--- config.mk ---
export PLATFORM = sky130hd
export DESIGN_NAME = k503_line_scan_flat
export DESIGN_NICKNAME = d
export VERILOG_FILES = /design/src/rtl/k503_line_scan_if.sv /design/src/rtl/k503_line_scan.sv /design/src/flat_wrapper.sv
export SDC_FILE = /design/constraint.sdc
export NUM_CORES = 1
export LEC_CHECK = 0
export CAP_MARGIN = 20
export CELL_PAD_IN_SITES_DETAIL_PLACEMENT = 1
export CELL_PAD_IN_SITES_GLOBAL_PLACEMENT = 1
export CORE_UTILIZATION = 38
export CTS_BUF_LIST = sky130_fd_sc_hd__clkbuf_4
export DETAILED_ROUTE_END_ITERATION = 8
export GPL_ROUTABILITY_DRIVEN = 0
export GPL_TIMING_DRIVEN = 0
export PLACE_DENSITY_LB_ADDON = 0.1
export SKIP_CTS_REPAIR_TIMING = 1
export SYNTH_ARGS = -nofsm -noshare
export SYNTH_HDL_FRONTEND = slang
export SYNTH_SLANG_ARGS = --single-unit
--- constraint.sdc ---
create_clock -name CLK -period 2.4 [get_ports CLK]
set_input_delay 0.36 -clock CLK [delete_from_list [all_inputs] [get_ports CLK]]
set_output_delay 0.36 -clock CLK [all_outputs]
set_load 0.01 [all_outputs]
--- src/rtl/k503_line_scan_if.sv ---
`default_nettype none
// +--------------------------------------------------------------------+
// | k503_line_scan_if : attribute-read bus and fetch handshake bundle  |
// | Rev 1.0                                                             |
// +--------------------------------------------------------------------+
interface k503_line_scan_if #(
  parameter int VCNT_W = 8,
  parameter int ROW_W  = 4,
  parameter int IDX_W  = 5
) ();
  logic              ATTR_RD;
  logic [IDX_W-1:0]  ATTR_IDX;
  logic [VCNT_W-1:0] ATTR_Y;
  logic [1:0]        ATTR_FLIP;
  logic              FETCH_VALID;
  logic              FETCH_READY;
  logic [ROW_W-1:0]  FETCH_ROW;
  logic              FETCH_HFLIP;
  logic [IDX_W-1:0]  FETCH_SLOT;

  modport master (
    output ATTR_RD, ATTR_IDX, FETCH_VALID, FETCH_ROW, FETCH_HFLIP, FETCH_SLOT,
    input  ATTR_Y, ATTR_FLIP, FETCH_READY
  );

  modport slave (
    input  ATTR_RD, ATTR_IDX, FETCH_VALID, FETCH_ROW, FETCH_HFLIP, FETCH_SLOT,
    output ATTR_Y, ATTR_FLIP, FETCH_READY
  );
endinterface
`default_nettype wire

--- src/rtl/k503_line_scan.sv ---
`default_nettype none
// +--------------------------------------------------------------------+
// | k503_line_scan : per-scanline sprite selector with fetch handshake |
// | Option macro K503_SCAN_REVERSE_EN scans slots high-to-low. Rev 1.0 |
// +--------------------------------------------------------------------+
module k503_line_scan #(
  parameter int VCNT_W       = 8,
  parameter int ROW_W        = 4,
  parameter int SLOTS        = 24,
  parameter int MAX_PER_LINE = 8,
  parameter int IDX_W        = 5
) (
  input  logic              CLK,
  input  logic              nRESET,
  input  logic              CEN,
  input  logic              LINE_START,
  input  logic [VCNT_W-1:0] VCNT,
  k503_line_scan_if.master  bus,
  output logic              BUSY,
  output logic              OVF,
  output logic [IDX_W:0]    HITS
);

  typedef enum logic [2:0] {
    S_IDLE = 3'd0,
    S_REQ  = 3'd1,
    S_EVAL = 3'd2,
    S_EMIT = 3'd3,
    S_DONE = 3'd4
  } state_t;

`ifdef K503_SCAN_REVERSE_EN
  localparam logic [IDX_W-1:0] c_SLOT_FIRST = IDX_W'(SLOTS - 1);
  localparam logic [IDX_W-1:0] c_SLOT_LAST  = IDX_W'(0);
`else
  localparam logic [IDX_W-1:0] c_SLOT_FIRST = IDX_W'(0);
  localparam logic [IDX_W-1:0] c_SLOT_LAST  = IDX_W'(SLOTS - 1);
`endif
  localparam logic [IDX_W:0] c_MAX_HITS = (IDX_W + 1)'(MAX_PER_LINE);

  state_t             state_q, state_d;
  logic [IDX_W-1:0]   slot_q, slot_d;
  logic [IDX_W:0]     hits_q, hits_d;
  logic               ovf_q, ovf_d;
  logic               busy_q, busy_d;
  logic               rd_q, rd_d;
  logic               fv_q, fv_d;
  logic [ROW_W-1:0]   row_q, row_d;
  logic               hflip_q, hflip_d;
  logic [IDX_W-1:0]   fslot_q, fslot_d;

  logic [VCNT_W-1:0]  w_sum;
  logic               w_hit;
  logic [IDX_W-1:0]   w_slot_next;
  logic               w_advance;

  assign w_sum = bus.ATTR_Y + VCNT;
  // The sprite covers this line when the upper sum bits have all reached ones.
  assign w_hit = &w_sum[VCNT_W-1:ROW_W];

`ifdef K503_SCAN_REVERSE_EN
  assign w_slot_next = slot_q - IDX_W'(1);
`else
  assign w_slot_next = slot_q + IDX_W'(1);
`endif

  always_comb begin
    state_d   = state_q;
    slot_d    = slot_q;
    hits_d    = hits_q;
    ovf_d     = ovf_q;
    busy_d    = busy_q;
    rd_d      = rd_q;
    fv_d      = fv_q;
    row_d     = row_q;
    hflip_d   = hflip_q;
    fslot_d   = fslot_q;
    w_advance = 1'b0;

    if (CEN) begin
      // A new line always restarts, even over a fetch being accepted now.
      if (LINE_START) begin
        state_d = S_REQ;
        slot_d  = c_SLOT_FIRST;
        hits_d  = '0;
        ovf_d   = 1'b0;
        busy_d  = 1'b1;
        rd_d    = 1'b1;
        fv_d    = 1'b0;
      end else begin
        case (state_q)
          S_REQ: begin
            state_d = S_EVAL;
            rd_d    = 1'b0;
          end
          S_EVAL: begin
            if (w_hit) begin
              if (hits_q == c_MAX_HITS) begin
                ovf_d   = 1'b1;
                busy_d  = 1'b0;
                state_d = S_DONE;
              end else begin
                row_d   = w_sum[ROW_W-1:0] ^ {ROW_W{bus.ATTR_FLIP[1]}};
                hflip_d = bus.ATTR_FLIP[0];
                fslot_d = slot_q;
                fv_d    = 1'b1;
                state_d = S_EMIT;
              end
            end else begin
              w_advance = 1'b1;
            end
          end
          S_EMIT: begin
            if (bus.FETCH_READY) begin
              fv_d      = 1'b0;
              hits_d    = hits_q + (IDX_W + 1)'(1);
              w_advance = 1'b1;
            end
          end
          default: ;
        endcase

        if (w_advance) begin
          if (slot_q == c_SLOT_LAST) begin
            busy_d  = 1'b0;
            state_d = S_DONE;
          end else begin
            slot_d  = w_slot_next;
            rd_d    = 1'b1;
            state_d = S_REQ;
          end
        end
      end
    end
  end

  always_ff @(posedge CLK or negedge nRESET) begin
    if (!nRESET) begin
      state_q <= S_IDLE;
      slot_q  <= '0;
      hits_q  <= '0;
      ovf_q   <= 1'b0;
      busy_q  <= 1'b0;
      rd_q    <= 1'b0;
      fv_q    <= 1'b0;
      row_q   <= '0;
      hflip_q <= 1'b0;
      fslot_q <= '0;
    end else begin
      state_q <= state_d;
      slot_q  <= slot_d;
      hits_q  <= hits_d;
      ovf_q   <= ovf_d;
      busy_q  <= busy_d;
      rd_q    <= rd_d;
      fv_q    <= fv_d;
      row_q   <= row_d;
      hflip_q <= hflip_d;
      fslot_q <= fslot_d;
    end
  end

  assign bus.ATTR_RD     = rd_q;
  assign bus.ATTR_IDX    = slot_q;
  assign bus.FETCH_VALID = fv_q;
  assign bus.FETCH_ROW   = row_q;
  assign bus.FETCH_HFLIP = hflip_q;
  assign bus.FETCH_SLOT  = fslot_q;
  assign BUSY            = busy_q;
  assign OVF             = ovf_q;
  assign HITS            = hits_q;

endmodule
`default_nettype wire

--- src/flat_wrapper.sv ---
// flat-port wrapper written by rule: the top's interface ports become plain ports
module k503_line_scan_flat 
#(
  parameter int VCNT_W       = 8,
  parameter int ROW_W        = 4,
  parameter int SLOTS        = 24,
  parameter int MAX_PER_LINE = 8,
  parameter int IDX_W        = 5
)
  (CLK, nRESET, CEN, LINE_START, VCNT, BUSY, OVF, HITS, bus_ATTR_RD, bus_ATTR_IDX, bus_FETCH_VALID, bus_FETCH_ROW, bus_FETCH_HFLIP, bus_FETCH_SLOT, bus_ATTR_Y, bus_ATTR_FLIP, bus_FETCH_READY);
  k503_line_scan_if #(.VCNT_W(VCNT_W), .ROW_W(ROW_W), .IDX_W(IDX_W)) bus_i ();
  input  logic CLK;
  input  logic nRESET;
  input  logic CEN;
  input  logic LINE_START;
  input  logic [VCNT_W-1:0] VCNT;
  output logic BUSY;
  output logic OVF;
  output logic [IDX_W:0] HITS;
  output wire logic [$bits(bus_i.ATTR_RD)-1:0] bus_ATTR_RD;
  output wire logic [$bits(bus_i.ATTR_IDX)-1:0] bus_ATTR_IDX;
  output wire logic [$bits(bus_i.FETCH_VALID)-1:0] bus_FETCH_VALID;
  output wire logic [$bits(bus_i.FETCH_ROW)-1:0] bus_FETCH_ROW;
  output wire logic [$bits(bus_i.FETCH_HFLIP)-1:0] bus_FETCH_HFLIP;
  output wire logic [$bits(bus_i.FETCH_SLOT)-1:0] bus_FETCH_SLOT;
  input wire logic [$bits(bus_i.ATTR_Y)-1:0] bus_ATTR_Y;
  input wire logic [$bits(bus_i.ATTR_FLIP)-1:0] bus_ATTR_FLIP;
  input wire logic [$bits(bus_i.FETCH_READY)-1:0] bus_FETCH_READY;
  assign bus_ATTR_RD = bus_i.ATTR_RD;
  assign bus_ATTR_IDX = bus_i.ATTR_IDX;
  assign bus_FETCH_VALID = bus_i.FETCH_VALID;
  assign bus_FETCH_ROW = bus_i.FETCH_ROW;
  assign bus_FETCH_HFLIP = bus_i.FETCH_HFLIP;
  assign bus_FETCH_SLOT = bus_i.FETCH_SLOT;
  assign bus_i.ATTR_Y = bus_ATTR_Y;
  assign bus_i.ATTR_FLIP = bus_ATTR_FLIP;
  assign bus_i.FETCH_READY = bus_FETCH_READY;
  k503_line_scan #(.VCNT_W(VCNT_W), .ROW_W(ROW_W), .SLOTS(SLOTS), .MAX_PER_LINE(MAX_PER_LINE), .IDX_W(IDX_W)) u_core (.CLK(CLK), .nRESET(nRESET), .CEN(CEN), .LINE_START(LINE_START), .VCNT(VCNT), .bus(bus_i), .BUSY(BUSY), .OVF(OVF), .HITS(HITS));
endmodule
# Word-level counts from Yosys, hierarchy flattened
# Index checks and enable logic that the tools add are counted.
# W data, S select, Z words.
# word_totals
out_inout_bits,25
reg_bits,28
latchBits,0
rom_bits,0
elab_cells,77
memories,0
ramBits,0
# classes
eq_ne,10
n_reduce_logical,15
mux,36
mul,0
order_cmp,0
div,0
shifts,0
n_bitwise,3
addsub,3
# ops
op,n
$mux W1,22
$mux W6,3
$mux W3,5
$mux W5,3
$reduce_bool A2 Y1,6
$reduce_and A3 Y1,3
$add A8 B8 Y8,1
$reduce_and A4 Y1,2
$reduce_and A8 Y1,1
$add A6 B1 Y6 const B,1
$eq A3 B2 Y1 const B,2
$eq A6 B4 Y1 const B,1
$ne A3 B3 Y1 const B,2
$pmux W3 S2,1
$add A5 B1 Y5 const B,1
$eq A5 B5 Y1 const B,1
$reduce_and A5 Y1,1
$ne A4 B2 Y1 const B,1
$pmux W1 S2,2
$reduce_bool A4 Y1,1
$xor A4 B4 Y4,1
$eq A3 B1 Y1 const B,1
$ne A3 B2 Y1 const B,1
$reduce_bool A3 Y1,1
2 further kinds,3

# Longest topological paths before layout
# logic_depth
depth_word,8
depth_mapped,11
depth_no_buf,10

# Worst setup path before layout
# Ideal clock, no wire load.
# synth_timing
path_type,input to register
startpoint,input port bus_ATTR_Y[0]
endpoint,"register u_core.hflip_q, in the netlist u_core.bus.FETCH_HFLIP"
arrival_time_ns,2.441
setup_slack_ns,-0.166
path_stages,11
setup_ns,0.125
t_required_ns,2.275
cell_sequence,ha_1 > inv_1 > fa_1 > nand3b_1 > a21oi_1 > o21ai_0 > a211oi_4 > and2b_4 > nand4b_1 > buf_6 > mux2_4
# synth_between
elab_chain_cells,2
# synth_rtl
item,line,source
from (decl),flat_wrapper.sv:26,input wire logic [$bits(bus_i.ATTR_Y)-1:0] bus_ATTR_Y;
$add A8 B8 Y8,k503_line_scan.sv:57,assign w_sum = bus.ATTR_Y + VCNT;
$reduce_and A8 Y1 (no line),--,
to (signal assigned),k503_line_scan.sv:158,hflip_q <= hflip_d;
to (decl),k503_line_scan.sv:49,"logic hflip_q, hflip_d;"
# No other way between the ends.
# A chain may end at the register's enable or synchronous reset.

# Final worst setup path
# layout_timing
startpoint,input port VCNT[0]
endpoint,"register u_core.fslot_q[1], in the netlist u_core.bus.FETCH_SLOT[1]"
# layout_between
elab_chain_cells,2
# layout_rtl
item,line,source
from (decl),flat_wrapper.sv:16,input logic [VCNT_W-1:0] VCNT;
$add A8 B8 Y8,k503_line_scan.sv:57,
$reduce_and A8 Y1 (no line),--,
to (signal assigned),k503_line_scan.sv:159,fslot_q <= fslot_d;
to (decl),k503_line_scan.sv:50,"logic [IDX_W-1:0] fslot_q, fslot_d;"
# No other way between the ends.

==> out/summary.json <==
{
  "clock_tree": {
    "numClockSinks": 28,
    "cts-root-to-sink-buffers": 2,
    "post_cts_clock_slew_at_the_launch_and_capture_registers_of_the_worst_setup_and_hold_paths_ns": 0.16,
    "tritoncts_clock_tree": "yes",
    "clock_root_buffer": "clkbuf_4",
    "worst_skew_pair.late_latency_ns": 0.35,
    "number_of_h_tree_levels": 1,
    "clock_buffer_count_from_cts": 3
  },
  "drt": {
    "avgViaCountPerCell": 5.64,
    "drt_pass1_iterations": 4,
    "first_iter_violations": 70,
    "route.vias.total": 1675,
    "detail-route-antenna-nets": 0,
    "drt_wl_total_mm": 5.20,
    "drc_errors": 0,
    "drt-wirelength-per-cell_um": 17.5
  },
  "power": {
    "netSwitchingFraction_pct": 35.9,
    "power.clock.fraction_pct": 19.0,
    "p_leak_nw": 1.19,
    "internal_power_mw": 1.10,
    "net-switching-power_uw": 617,
    "ir_worst_vdd_uv": 261,
    "power_density_nw_per_um2": 646,
    "pwr-share-comb_pct": 41.7,
    "sequentialPowerShare_pct": 39.3
  },
  "worst_setup_path": {
    "timing.critical_path.slowest_cell_delay_ns": 0.37,
    "worstPathCellList": "buf_6, ha_4, inv_2, fa_2, nand3b_1, a21oi_2, o21ai_2, a211oi_4, and2b_4, nand4b_1, buf_6, mux2_4",
    "critPathLaunchType": "primary input",
    "critical_path.slowest_cell": "fa_2",
    "worst_setup_path_end_kind": "register",
    "crit_arrival_ns": 2.63,
    "critPathKind": "primary input to register",
    "crit_path_frequent_cell": "buf_6",
    "worstPathMaxFanout": 5,
    "timing.critical_path.required_ns": 2.66
  },
  "synthesis": {
    "synthesis.nets": 222,
    "synth.cell_area_um2": 1840,
    "synthCells": 188,
    "synthesis.area_per_instance_um2": 9.80,
    "yosysWarnings": 0,
    "synth_enable_flop_cells": 0,
    "synth-seq-cells": 28,
    "synthDistinctLibCells": 48,
    "async_flop_share_pct": 100,
    "synth_sequential_area_ratio_pct": 38.0,
    "synthFlopType": "dfrtp_1"
  },
  "final_layout": {
    "layout_area_growth_over_synthesis_pct": 44.3,
    "final_design_area_no_fill_um2": 2660,
    "post_route_cells_drive_above_1_share_pct": 19.6,
    "antenna-diode-count": 0,
    "instances_no_fill": 297,
    "final_net_count": 280
  },
  "global_route": {
    "global_route.overflow_total": 0,
    "grt_pass1_vias": 1791,
    "largest_net_degree_at_the_start_of_global_routing": 17,
    "grt_antenna_before_repair": 0,
    "grt_pass1_wl_mm": 8.37,
    "gr-usage-all-layers_pct": 20.5
  },
  "timing": {
    "achievable-frequency_ghz": 0.421,
    "final_min_period_over_clock_period_pct": 98.9,
    "finClkSkew_ns": 0.00275,
    "timing.final.setup_violations": 0,
    "fin_crit_ns": 2.37,
    "timing.max_slew.rel_slack_pct": 51.8,
    "final_count_of_hold_timing_violations": 0,
    "tightestPinTransition_ns": 0.721,
    "final_max_slew_viol_count": 0
  },
  "placement": {
    "post-dp-hpwl_mm": 3.71,
    "io_buffer_count": 47,
    "dpl_cell_area_um2": 2460,
    "placedCellCount": 288
  },
  "floorplanning": {
    "chipHeight_um": 71.6,
    "die_area_um2": 5130,
    "placement_rows": 24,
    "starting_density_of_the_core_pct": 40.9,
    "area_inside_the_core_boundary_um2": 4500,
    "top_level_port_count": 48,
    "die_w_um": 71.6
  },
  "hold_path": {
    "holdCritPathClass": "primary input to async pin"
  },
  "outcome": {
    "outcome": "completed"
  },
  "flow_run": {
    "cap_violations": 0
  }
}
-- cell families after synthesis --
logic type | after synthesis | share of synthesized area, %
DFF | 28 | 38.0
xor gates and xnor gates | 10 | 4.75
AOI/OAI and AO/OA | 47 | 17.6
buffers and inverters | 23 | 5.09
muxes | 11 | 8.69
adders and majority gates | 11 | 7.88
and+or+nand+nor | 58 | 18.0
-- per-stage QoR --
stage	total power [mW]	hold WS [ns]	setup slack [ns]	setup TNS [ns]	util (%)
floorplan	1.05	0.0644	-0.0391	-0.391	-
global placement	1.32	0.455	-0.710	-11.40	54.3
detailed placement	1.36	0.457	-0.829	-14.12	54.7
CTS	1.69	0.443	-0.441	-5.87	55.8
global route	1.83	0.446	-0.0812	-0.757	59.1
finish	1.72	0.414	0.0255	0	59.1
-- power groups by stage --
stage          Combinational (mW)  Clock [mW]  Sequential [mW]
2_1_floorplan               0.358           0            0.689
3_3_place_gp                0.649           0            0.675
3_5_place_dp                0.678           0            0.685
4_1_cts                     0.683       0.329            0.675
5_1_grt                     0.794       0.343            0.696
6_report                    0.717       0.327            0.675
-- sequential cells by signal (all words and copies together), names as in the netlist --
name                    flops
u_core.HITS                 6
u_core.bus.FETCH_VALID      1
u_core.OVF                  1
u_core.BUSY                 1
u_core.bus.FETCH_SLOT       5
u_core.bus.FETCH_HFLIP      1
u_core.bus.ATTR_IDX         5
u_core.state_q              3
u_core.bus.ATTR_RD          1
u_core.bus.FETCH_ROW        4
-- layout by cell type (no fill, tap or decap), drive strengths merged, types with 3 or more instances in the layout --
master          n
dlymetal6s2s   12
nand3           8
nor2b           4
nand2          11
nor2            7
o21ai           8
ha             10
buf             9
clkdlybuf4s50  33
a21oi          14
o22ai           7
xnor2           7
inv            15
nand2b          5
a211oi          3
xor2            3
and3            6
nand4           5
dfrtp          28
mux2           10
clkbuf         10
-- worst paths after layout --
path / end / startpoint / cells after the start / slack (ns)
min: u_core.bus.ATTR_IDX[2]$_DFFE_PN0P_ / nRESET / 1 / 0.41
max: u_core.bus.FETCH_SLOT[1]$_DFFE_PN0P_ / VCNT[0] / 12 / 0.03
max reg2reg: u_core.bus.FETCH_ROW[0]$_DFFE_PN0P_ / u_core.HITS[0]$_DFFE_PN0P_ / 8 / 0.35
max in group asynchronous: u_core.bus.FETCH_ROW[3]$_DFFE_PN0P_ / nRESET / 2 / 1.44
min in group CLK: u_core.bus.ATTR_RD$_DFFE_PN0P_ / u_core.bus.ATTR_RD$_DFFE_PN0P_ / 2 / 0.49
min reg2reg: u_core.bus.ATTR_RD$_DFFE_PN0P_ / u_core.bus.ATTR_RD$_DFFE_PN0P_ / 2 / 0.49
-- worst max-delay path, delay by kind of cell --
kind | cells | cell delay [ns]
buffers and inverters | 3 | 0.33
and+or+nand+nor | 3 | 0.59
AOI/OAI and AO/OA | 3 | 0.56
muxes | 1 | 0.29
adders and majority gates | 2 | 0.50
-- Yosys cell counts, types with 5 or more instances --
library cell  count  area, µm²
dfrtp_1          28        701
inv_1            15       56.3
a21oi_1          13       65.1
nand2_1          11       41.3
ha_1             10        125
mux2_4           10        150
nand3_1           8       40.0
o21ai_0           8       40.0
clkbuf_1          7       26.3
nor2_1            7       26.3
xnor2_1           7       61.3
and3_1            6       37.5
o22ai_1           6       37.5
nand2b_1          5       31.3
nand4_1           5       31.3
-- metal layers --
layer,up-vias,share of wire (%),GRT usage (%)
li1,794,-,-
met3,5,3.5,2.67
met5,-,0,0
met4,0,0.92,4.58
met2,34,52,38.4
met1,842,44,24.9
-- area by class of cell --
class                      count  area [µm²]
multi-input combinational    137        1190
sequential                    28         701
clock buffer                   3        22.5
clock inverter                 1        30.0
tap                           52        65.1
timing repair buffer          53         559
fill                         501        1840
inverter                      15        56.3
buffer                         8        37.5
Power figures use the tool's default switching activity.
